File: src/rtl/lsu_ctrl_pkg.sv
// Shared types for the load/store controller: op and state encodings,
// the captured access descriptor and small op-class helpers.
package lsu_ctrl_pkg;

    typedef enum logic [2:0] {
        OP_LW  = 3'd0,
        OP_LH  = 3'd1,
        OP_LHU = 3'd2,
        OP_LB  = 3'd3,
        OP_LBU = 3'd4,
        OP_SW  = 3'd5,
        OP_SH  = 3'd6,
        OP_SB  = 3'd7
    } op_e;

    typedef enum logic [1:0] {
        IDLE = 2'd0,
        RD   = 2'd1,
        WR   = 2'd2,
        RESP = 2'd3
    } state_e;

    // Access descriptor latched when a request is accepted.
    typedef struct packed {
        op_e        op;
        logic [1:0] off;
    } acc_t;

    function automatic logic is_load(input op_e op);
        return (op == OP_LW) || (op == OP_LH) || (op == OP_LHU) ||
               (op == OP_LB) || (op == OP_LBU);
    endfunction

endpackage

File: src/rtl/lsu_ctrl_if.sv
// CPU-side request/response and DM-side signals of the load/store controller.
// master drives requests and returns DM read data; slave is the controller.
interface lsu_ctrl_if;
    import lsu_ctrl_pkg::*;

    logic        req;
    op_e         op;
    logic [31:0] addr;
    logic [31:0] wdata;
    logic        busy;
    logic        done;
    logic [31:0] rdata;
    logic        addr_err;
    logic [31:0] dm_addr;
    logic [31:0] dm_wdata;
    logic        dm_memwr;
    logic [31:0] dm_rdata;

    modport master (
        output req, op, addr, wdata, dm_rdata,
        input  busy, done, rdata, addr_err, dm_addr, dm_wdata, dm_memwr
    );

    modport slave (
        input  req, op, addr, wdata, dm_rdata,
        output busy, done, rdata, addr_err, dm_addr, dm_wdata, dm_memwr
    );

endinterface

File: src/rtl/lsu_ctrl_lane.sv
// Big-endian lane logic: load extraction/extension, sub-word store merge, alignment check.
// Latency: purely combinational.
// Backpressure: none; outputs follow inputs.
module lsu_lane
    import lsu_ctrl_pkg::*;
(
    input  op_e         op,
    input  logic [1:0]  offset,
    input  logic [31:0] dm_rdata,
    input  logic [31:0] wdata,
    output logic [31:0] load_data,
    output logic [31:0] store_word,
    output logic        misalign
);

    logic [7:0]  byte_sel;
    logic [15:0] half_sel;

    // Offset 0 is the most significant byte of the word.
    always_comb begin
        byte_sel = dm_rdata[31:24];
        case (offset)
            2'd0: byte_sel = dm_rdata[31:24];
            2'd1: byte_sel = dm_rdata[23:16];
            2'd2: byte_sel = dm_rdata[15:8];
            2'd3: byte_sel = dm_rdata[7:0];
            default: byte_sel = dm_rdata[31:24];
        endcase
        half_sel = offset[1] ? dm_rdata[15:0] : dm_rdata[31:16];
    end

    always_comb begin
        load_data = dm_rdata;
        case (op)
            OP_LH:   load_data = {{16{half_sel[15]}}, half_sel};
            OP_LHU:  load_data = {16'h0000, half_sel};
            OP_LB:   load_data = {{24{byte_sel[7]}}, byte_sel};
            OP_LBU:  load_data = {24'h000000, byte_sel};
            default: load_data = dm_rdata;
        endcase
    end

    always_comb begin
        store_word = wdata;
        case (op)
            OP_SH: store_word = offset[1] ? {dm_rdata[31:16], wdata[15:0]}
                                          : {wdata[15:0], dm_rdata[15:0]};
            OP_SB: begin
                case (offset)
                    2'd0: store_word = {wdata[7:0], dm_rdata[23:0]};
                    2'd1: store_word = {dm_rdata[31:24], wdata[7:0], dm_rdata[15:0]};
                    2'd2: store_word = {dm_rdata[31:16], wdata[7:0], dm_rdata[7:0]};
                    2'd3: store_word = {dm_rdata[31:8], wdata[7:0]};
                    default: store_word = wdata;
                endcase
            end
            default: store_word = wdata;
        endcase
    end

    always_comb begin
        misalign = 1'b0;
        case (op)
            OP_LW, OP_SW:         misalign = (offset != 2'd0);
            OP_LH, OP_LHU, OP_SH: misalign = offset[0];
            default:              misalign = 1'b0;
        endcase
    end

endmodule

File: src/rtl/lsu_ctrl.sv
// Load/store controller: turns CPU byte/half/word accesses into DM word reads/writes.
// Latency: done at N+1 (misaligned), N+2 (loads, SW), N+3 (SH/SB read-modify-write).
// Backpressure: busy high outside IDLE; requests seen while busy are dropped, not queued.
module lsu_ctrl
    import lsu_ctrl_pkg::*;
#(
    parameter int ADDR_BITS = 10
) (
    input  logic        clk,
    input  logic        rst,
    lsu_ctrl_if.slave   bus
);

    state_e      state;
    state_e      state_n;
    acc_t        acc_q;
    logic        err_q;
    logic [31:0] dm_addr_q;
    logic [31:0] dm_wdata_q;
    logic [31:0] rdata_q;

    op_e         sel_op;
    logic [1:0]  sel_off;
    logic [31:0] load_data;
    logic [31:0] store_word;
    logic        misalign;

    // In IDLE the lane block judges the incoming request; afterwards the latched one.
    assign sel_op  = (state == IDLE) ? bus.op         : acc_q.op;
    assign sel_off = (state == IDLE) ? bus.addr[1:0]  : acc_q.off;

    lsu_lane u_lane (
        .op         (sel_op),
        .offset     (sel_off),
        .dm_rdata   (bus.dm_rdata),
        .wdata      (dm_wdata_q),
        .load_data  (load_data),
        .store_word (store_word),
        .misalign   (misalign)
    );

    always_ff @(posedge clk) begin
        if (rst) begin
            state <= IDLE;
        end else begin
            state <= state_n;
        end
    end

    always_comb begin
        state_n      = state;
        bus.busy     = 1'b1;
        bus.done     = 1'b0;
        bus.addr_err = 1'b0;
        bus.dm_memwr = 1'b0;
        case (state)
            IDLE: begin
                bus.busy = 1'b0;
                if (bus.req) begin
                    if (misalign)             state_n = RESP;
                    else if (bus.op == OP_SW) state_n = WR;
                    else                      state_n = RD;
                end
            end
            RD:   state_n = is_load(acc_q.op) ? RESP : WR;
            WR: begin
                bus.dm_memwr = 1'b1;
                state_n      = RESP;
            end
            RESP: begin
                bus.done     = 1'b1;
                bus.addr_err = err_q;
                state_n      = IDLE;
            end
            default: state_n = IDLE;
        endcase
    end

    // Upper address bits pass through untouched; DM simply aliases them.
    always_ff @(posedge clk) begin
        if (rst) begin
            acc_q      <= '0;
            err_q      <= 1'b0;
            dm_addr_q  <= '0;
            dm_wdata_q <= '0;
            rdata_q    <= '0;
        end else begin
            if (state == IDLE && bus.req) begin
                acc_q.op   <= bus.op;
                acc_q.off  <= bus.addr[1:0];
                err_q      <= misalign;
                dm_addr_q  <= {bus.addr[31:ADDR_BITS], bus.addr[ADDR_BITS-1:2], 2'b00};
                dm_wdata_q <= bus.wdata;
            end
            // dm_wdata_q holds the raw store data until the merge overwrites it.
            if (state == RD) begin
                if (is_load(acc_q.op)) rdata_q    <= load_data;
                else                   dm_wdata_q <= store_word;
            end
        end
    end

    assign bus.rdata    = rdata_q;
    assign bus.dm_addr  = dm_addr_q;
    assign bus.dm_wdata = dm_wdata_q;

endmodule

File: src/flat_wrapper.sv
// flat-port wrapper written by rule: the top's interface ports become plain ports
module lsu_ctrl_flat import lsu_ctrl_pkg::*;
#(
    parameter int ADDR_BITS = 10
)
  (clk, rst, bus_req, bus_op, bus_addr, bus_wdata, bus_dm_rdata, bus_busy, bus_done, bus_rdata, bus_addr_err, bus_dm_addr, bus_dm_wdata, bus_dm_memwr);
  lsu_ctrl_if bus_i ();
  input  logic clk;
  input  logic rst;
  input wire logic [$bits(bus_i.req)-1:0] bus_req;
  input wire logic [$bits(bus_i.op)-1:0] bus_op;
  input wire logic [$bits(bus_i.addr)-1:0] bus_addr;
  input wire logic [$bits(bus_i.wdata)-1:0] bus_wdata;
  input wire logic [$bits(bus_i.dm_rdata)-1:0] bus_dm_rdata;
  output wire logic [$bits(bus_i.busy)-1:0] bus_busy;
  output wire logic [$bits(bus_i.done)-1:0] bus_done;
  output wire logic [$bits(bus_i.rdata)-1:0] bus_rdata;
  output wire logic [$bits(bus_i.addr_err)-1:0] bus_addr_err;
  output wire logic [$bits(bus_i.dm_addr)-1:0] bus_dm_addr;
  output wire logic [$bits(bus_i.dm_wdata)-1:0] bus_dm_wdata;
  output wire logic [$bits(bus_i.dm_memwr)-1:0] bus_dm_memwr;
  assign bus_i.req = bus_req;
  assign bus_i.op = bus_op;
  assign bus_i.addr = bus_addr;
  assign bus_i.wdata = bus_wdata;
  assign bus_i.dm_rdata = bus_dm_rdata;
  assign bus_busy = bus_i.busy;
  assign bus_done = bus_i.done;
  assign bus_rdata = bus_i.rdata;
  assign bus_addr_err = bus_i.addr_err;
  assign bus_dm_addr = bus_i.dm_addr;
  assign bus_dm_wdata = bus_i.dm_wdata;
  assign bus_dm_memwr = bus_i.dm_memwr;
  lsu_ctrl #(.ADDR_BITS(ADDR_BITS)) u_core (.clk(clk), .rst(rst), .bus(bus_i));
endmodule
File: config.mk
export PLATFORM = sky130hd
export DESIGN_NAME = lsu_ctrl_flat
export DESIGN_NICKNAME = d
export VERILOG_FILES = /design/src/rtl/lsu_ctrl_pkg.sv /design/src/rtl/lsu_ctrl_if.sv /design/src/rtl/lsu_ctrl_lane.sv /design/src/rtl/lsu_ctrl.sv /design/src/flat_wrapper.sv
export SDC_FILE = /design/constraint.sdc
export NUM_CORES = 1
export LEC_CHECK = 0
export CAP_MARGIN = 5
export CORE_AREA = 3 3 114 116
export CTS_CLUSTER_SIZE = 8
export DETAILED_ROUTE_END_ITERATION = 8
export DIE_AREA = 0 0 117 119
export PLACE_DENSITY = 0.84
export SLEW_MARGIN = 20
export SYNTH_ARGS = -nofsm -noshare
export SYNTH_HDL_FRONTEND = slang
export SYNTH_SLANG_ARGS = --single-unit
File: constraint.sdc
create_clock -name clk -period 2.6 [get_ports clk]
set_input_delay 0.52 -clock clk [delete_from_list [all_inputs] [get_ports clk]]
set_output_delay 0.52 -clock clk [all_outputs]
set_load 0.01 [all_outputs]
==> run_results.csv <==
group,metric,value,unit
timing,rsz0062_at_grt,"false",
placement,dpl.hpwl,14.2,mm
cts,path_clk_slew,0.07,ns
layout,drive_above_1_share,0.104,
timing,tightest_slew,0.759,ns
cts,clock_latency,0.36,ns
logic_synthesis,synthFlopType,"dfxtp_1",
placement,finalWeightedCongestion,0.957,
route,ant_nets,0,
setup_path,slowest_stage,"a221o_1",
cts,root_buffer,"clkbuf_16",
timing,whs,0.454,ns
route,firstDrtPassIters,6,
logic_synthesis,synth-edff-count,0,
global_routing,antenna_found_initial,0,
pwr,pwr_density_cell,993,nW/um2
status,status,"completed",
route,wl_per_cell,18.7,um
floorplanning,die-height,119,um
setup_path,r2r-end,"u_core.bus.dm_wdata[14]$_SDFFE_PP0P_",
cts,hold_buffers,0,
floorplanning,io_pins,202,
pwr,irDropWorstVdd,0.507,mV
setup_path,regToRegStartpoint,"u_core.state[0]$_SDFFE_PP0P_",
pwr,intPower,4.78,mW
pwr,clockPowerShare,0.190,
setup_path,cp-end-kind,"flip-flop",
layout,antenna_cells,0,
cts,cts_inserted_buffers,9,
global_routing,grt.total_usage,0.270,
layout,layout.nets,967,
run,cap_violations,0,
setup_path,endpoint,"u_core.bus.dm_wdata[14]$_SDFFE_PP0P_",
floorplanning,die-area,13900,um2
timing,final_max_slew_viol_count,0,
pwr,seqPwrFrac,0.288,
logic_synthesis,ys_types,65,
timing,skew,0.00704,ns
logic_synthesis,syn_avg_cell_area,8.09,um2
placement,place_ws,-0.0199,ns
setup_path,r2r_slack,0.21,ns
setup_path,cp_num_cells,8,
timing,finalWorstSetupSlack,0.207,ns
timing,finalCritPeriodShare,0.920,
global_routing,grt_pass1_vias,5616,
timing,relSlewSlack,0.492,
pwr,p_sw,3.11,mW
layout,fin_util,0.662,
route,route.detailed.drc,0,
placement,dp_cells,997,
timing,max_freq,0.418,GHz
global_routing,overflow,0,
timing,finalSetupViolations,0,
setup_path,rr_worst_depth,8,
placement,io_buffers,199,
route,avgViaCountPerCell,5.85,
global_routing,grt_max_degree,52,
setup_path,cp-startpoint,"u_core.state[0]$_SDFFE_PP0P_",
logic_synthesis,yosysWarnings,0,
cts,cts_tree,"built",
logic_synthesis,syn_area,5410,um2
layout,layout_commonest_cell,"clkdlybuf4s50_1",
min_path,min_path_type,"flip-flop to flip-flop",
logic_synthesis,synthCells,669,
setup_path,critPathTopFamily,"compound AO/OA/AOI/OAI gates",
cts,ctsHtreeMaxLevel,3,
route,vias,5921,
floorplanning,start_util,0.450,
logic_synthesis,async_reset_ff_frac,0,
timing,setup_tns,0,ns
layout,area_growth,47.1,%
pwr,combPwrFrac,0.522,
cts,clock_path_buffers,2,
setup_path,path_max_fanout,27,
route,finalWirelength,19.0,mm
pwr,switching_share,0.394,
timing,period_needed,2.39,ns
pwr,leakage,2.99,nW
logic_synthesis,synth-seq-cells,102,
cts,clock_sinks,102,
setup_path,cp_num_buf_inv,2,
floorplanning,core,12000,um2
logic_synthesis,synth_seq_area_share,0.378,
layout,final_cell_mix,"clkdlybuf4s50_1 (198), nand2_1 (160), dfxtp_1 (102)",
global_routing,grt_pass1_wl,29.7,mm
floorplanning,die_width,117,um
setup_path,cpPeakStageDelay,0.42,ns
route,drtIter0Drc,809,
setup_path,worstSetupPathType,"flip-flop to flip-flop",
setup_path,arrival,2.64,ns
setup_path,worstPathRequired,2.85,ns
floorplanning,fp-row-count,40,
setup_path,crit_chain,"inv_1 > ha_2 > buf_12 > nand3b_1 > and2_1 > o21ai_1 > a221o_1 > a32o_1",
setup_path,startpoint_type,"flip-flop",
layout,instances_no_fill,1013,
timing,final_hold_viol_count,0,
[registers in the layout (all words and copies together) (netlist names)]
name,flops
u_core.state,2
u_core.bus.dm_addr,30
u_core.bus.dm_wdata,32
u_core.bus.rdata,32
u_core.err_q,1
u_core.acc_q,5
[worst register-to-register path, stage by stage (launching register included)]
cell and delay, ns:
dfxtp_1 0.35, inv_1 0.09, ha_2 0.31, buf_12 0.21, nand3b_1 0.19, and2_1 0.22
o21ai_1 0.23, a221o_1 0.42, a32o_1 0.26
[synthesized netlist by cell type, types with 8 or more instances]
library cell    n  area (um2)
nand2_1       160         601
dfxtp_1       102        2040
nor2_1         55         206
a21oi_1        47         235
a211oi_1       29         218
clkbuf_1       27         101
buf_2          21         105
o21ai_0        19        95.1
nand3_1        17        85.1
mux2i_1        16         160
a22oi_1        15         113
and2_1         12        75.1
a31oi_1        10        62.6
a221o_1         9        90.1
a32o_1          8        80.1
nand3b_1        8        60.1
[power groups by stage]
stage	Combinational, mW	Clock [mW]	Sequential (mW)
floorplan	2.30	0	2.40
global placement	4.04	0	2.29
detailed placement	4.08	0	2.30
finish	4.13	1.50	2.27
global route	4.49	1.58	2.32
CTS	4.10	1.52	2.27
[worst min-delay path by stage]
stage               cells past startpoint                                   to  slack, ns                                 from
finish                                  2   u_core.bus.dm_addr[7]$_SDFFE_PP0P_       0.45   u_core.bus.dm_addr[7]$_SDFFE_PP0P_
global route                            2  u_core.bus.dm_addr[31]$_SDFFE_PP0P_       0.48  u_core.bus.dm_addr[31]$_SDFFE_PP0P_
detailed placement                      2  u_core.bus.dm_addr[31]$_SDFFE_PP0P_       0.45  u_core.bus.dm_addr[31]$_SDFFE_PP0P_
CTS                                     2  u_core.bus.dm_addr[31]$_SDFFE_PP0P_       0.46  u_core.bus.dm_addr[31]$_SDFFE_PP0P_
global placement                        2   u_core.bus.dm_addr[6]$_SDFFE_PP0P_       0.44   u_core.bus.dm_addr[6]$_SDFFE_PP0P_
floorplan                               2            u_core.err_q$_SDFFE_PP0P_       0.45            u_core.err_q$_SDFFE_PP0P_
[kinds of logic (layout without fill, tap and decap cells)]
group           Yosys count  after routing  share of synthesized area
simple gates            279            279                      0.223
compound gates          194            194                      0.264
flops                   102            102                      0.378
buf+inv                  61            257                     0.0564
mux                      26             26                     0.0657
fa+ha+maj                 4              4                    0.00925
xor+xnor                  2              2                    0.00324
other cells               1              2                   0.000693
[routing by layer]
layer  global-route usage  wire length [um]  vias up
li1                     -                 -     2799
met1                0.354              7650     2711
met2                0.405              8420      356
met3               0.0879              2230       55
met4                0.113               668        0
met5                    0                 0        -
[repair_timing]
item,4_1_cts,5_1_grt
setup endpoints to repair,0,21
setup buffers,0,0
gates resized for setup,0,2
hold endpoints to repair,0,0
[through the flow]
stage,power (mW),instance area (um2)
final,7.90,7960
after CTS,7.89,7950
after detailed placement,6.38,7620
after floorplan,4.70,5410
after global placement,6.33,7620
after global routing,8.39,7960
[final cells by class]
cell class,instances,area (um2)
tap,147,184
fill,1014,4060
inverter,4,15.0
multi-input combinational,507,3070
sequential,102,2040
clock inverter,7,104
timing repair buffer,237,2310
clock buffer,9,225
Note: power is estimated with default switching activity, not from simulation.
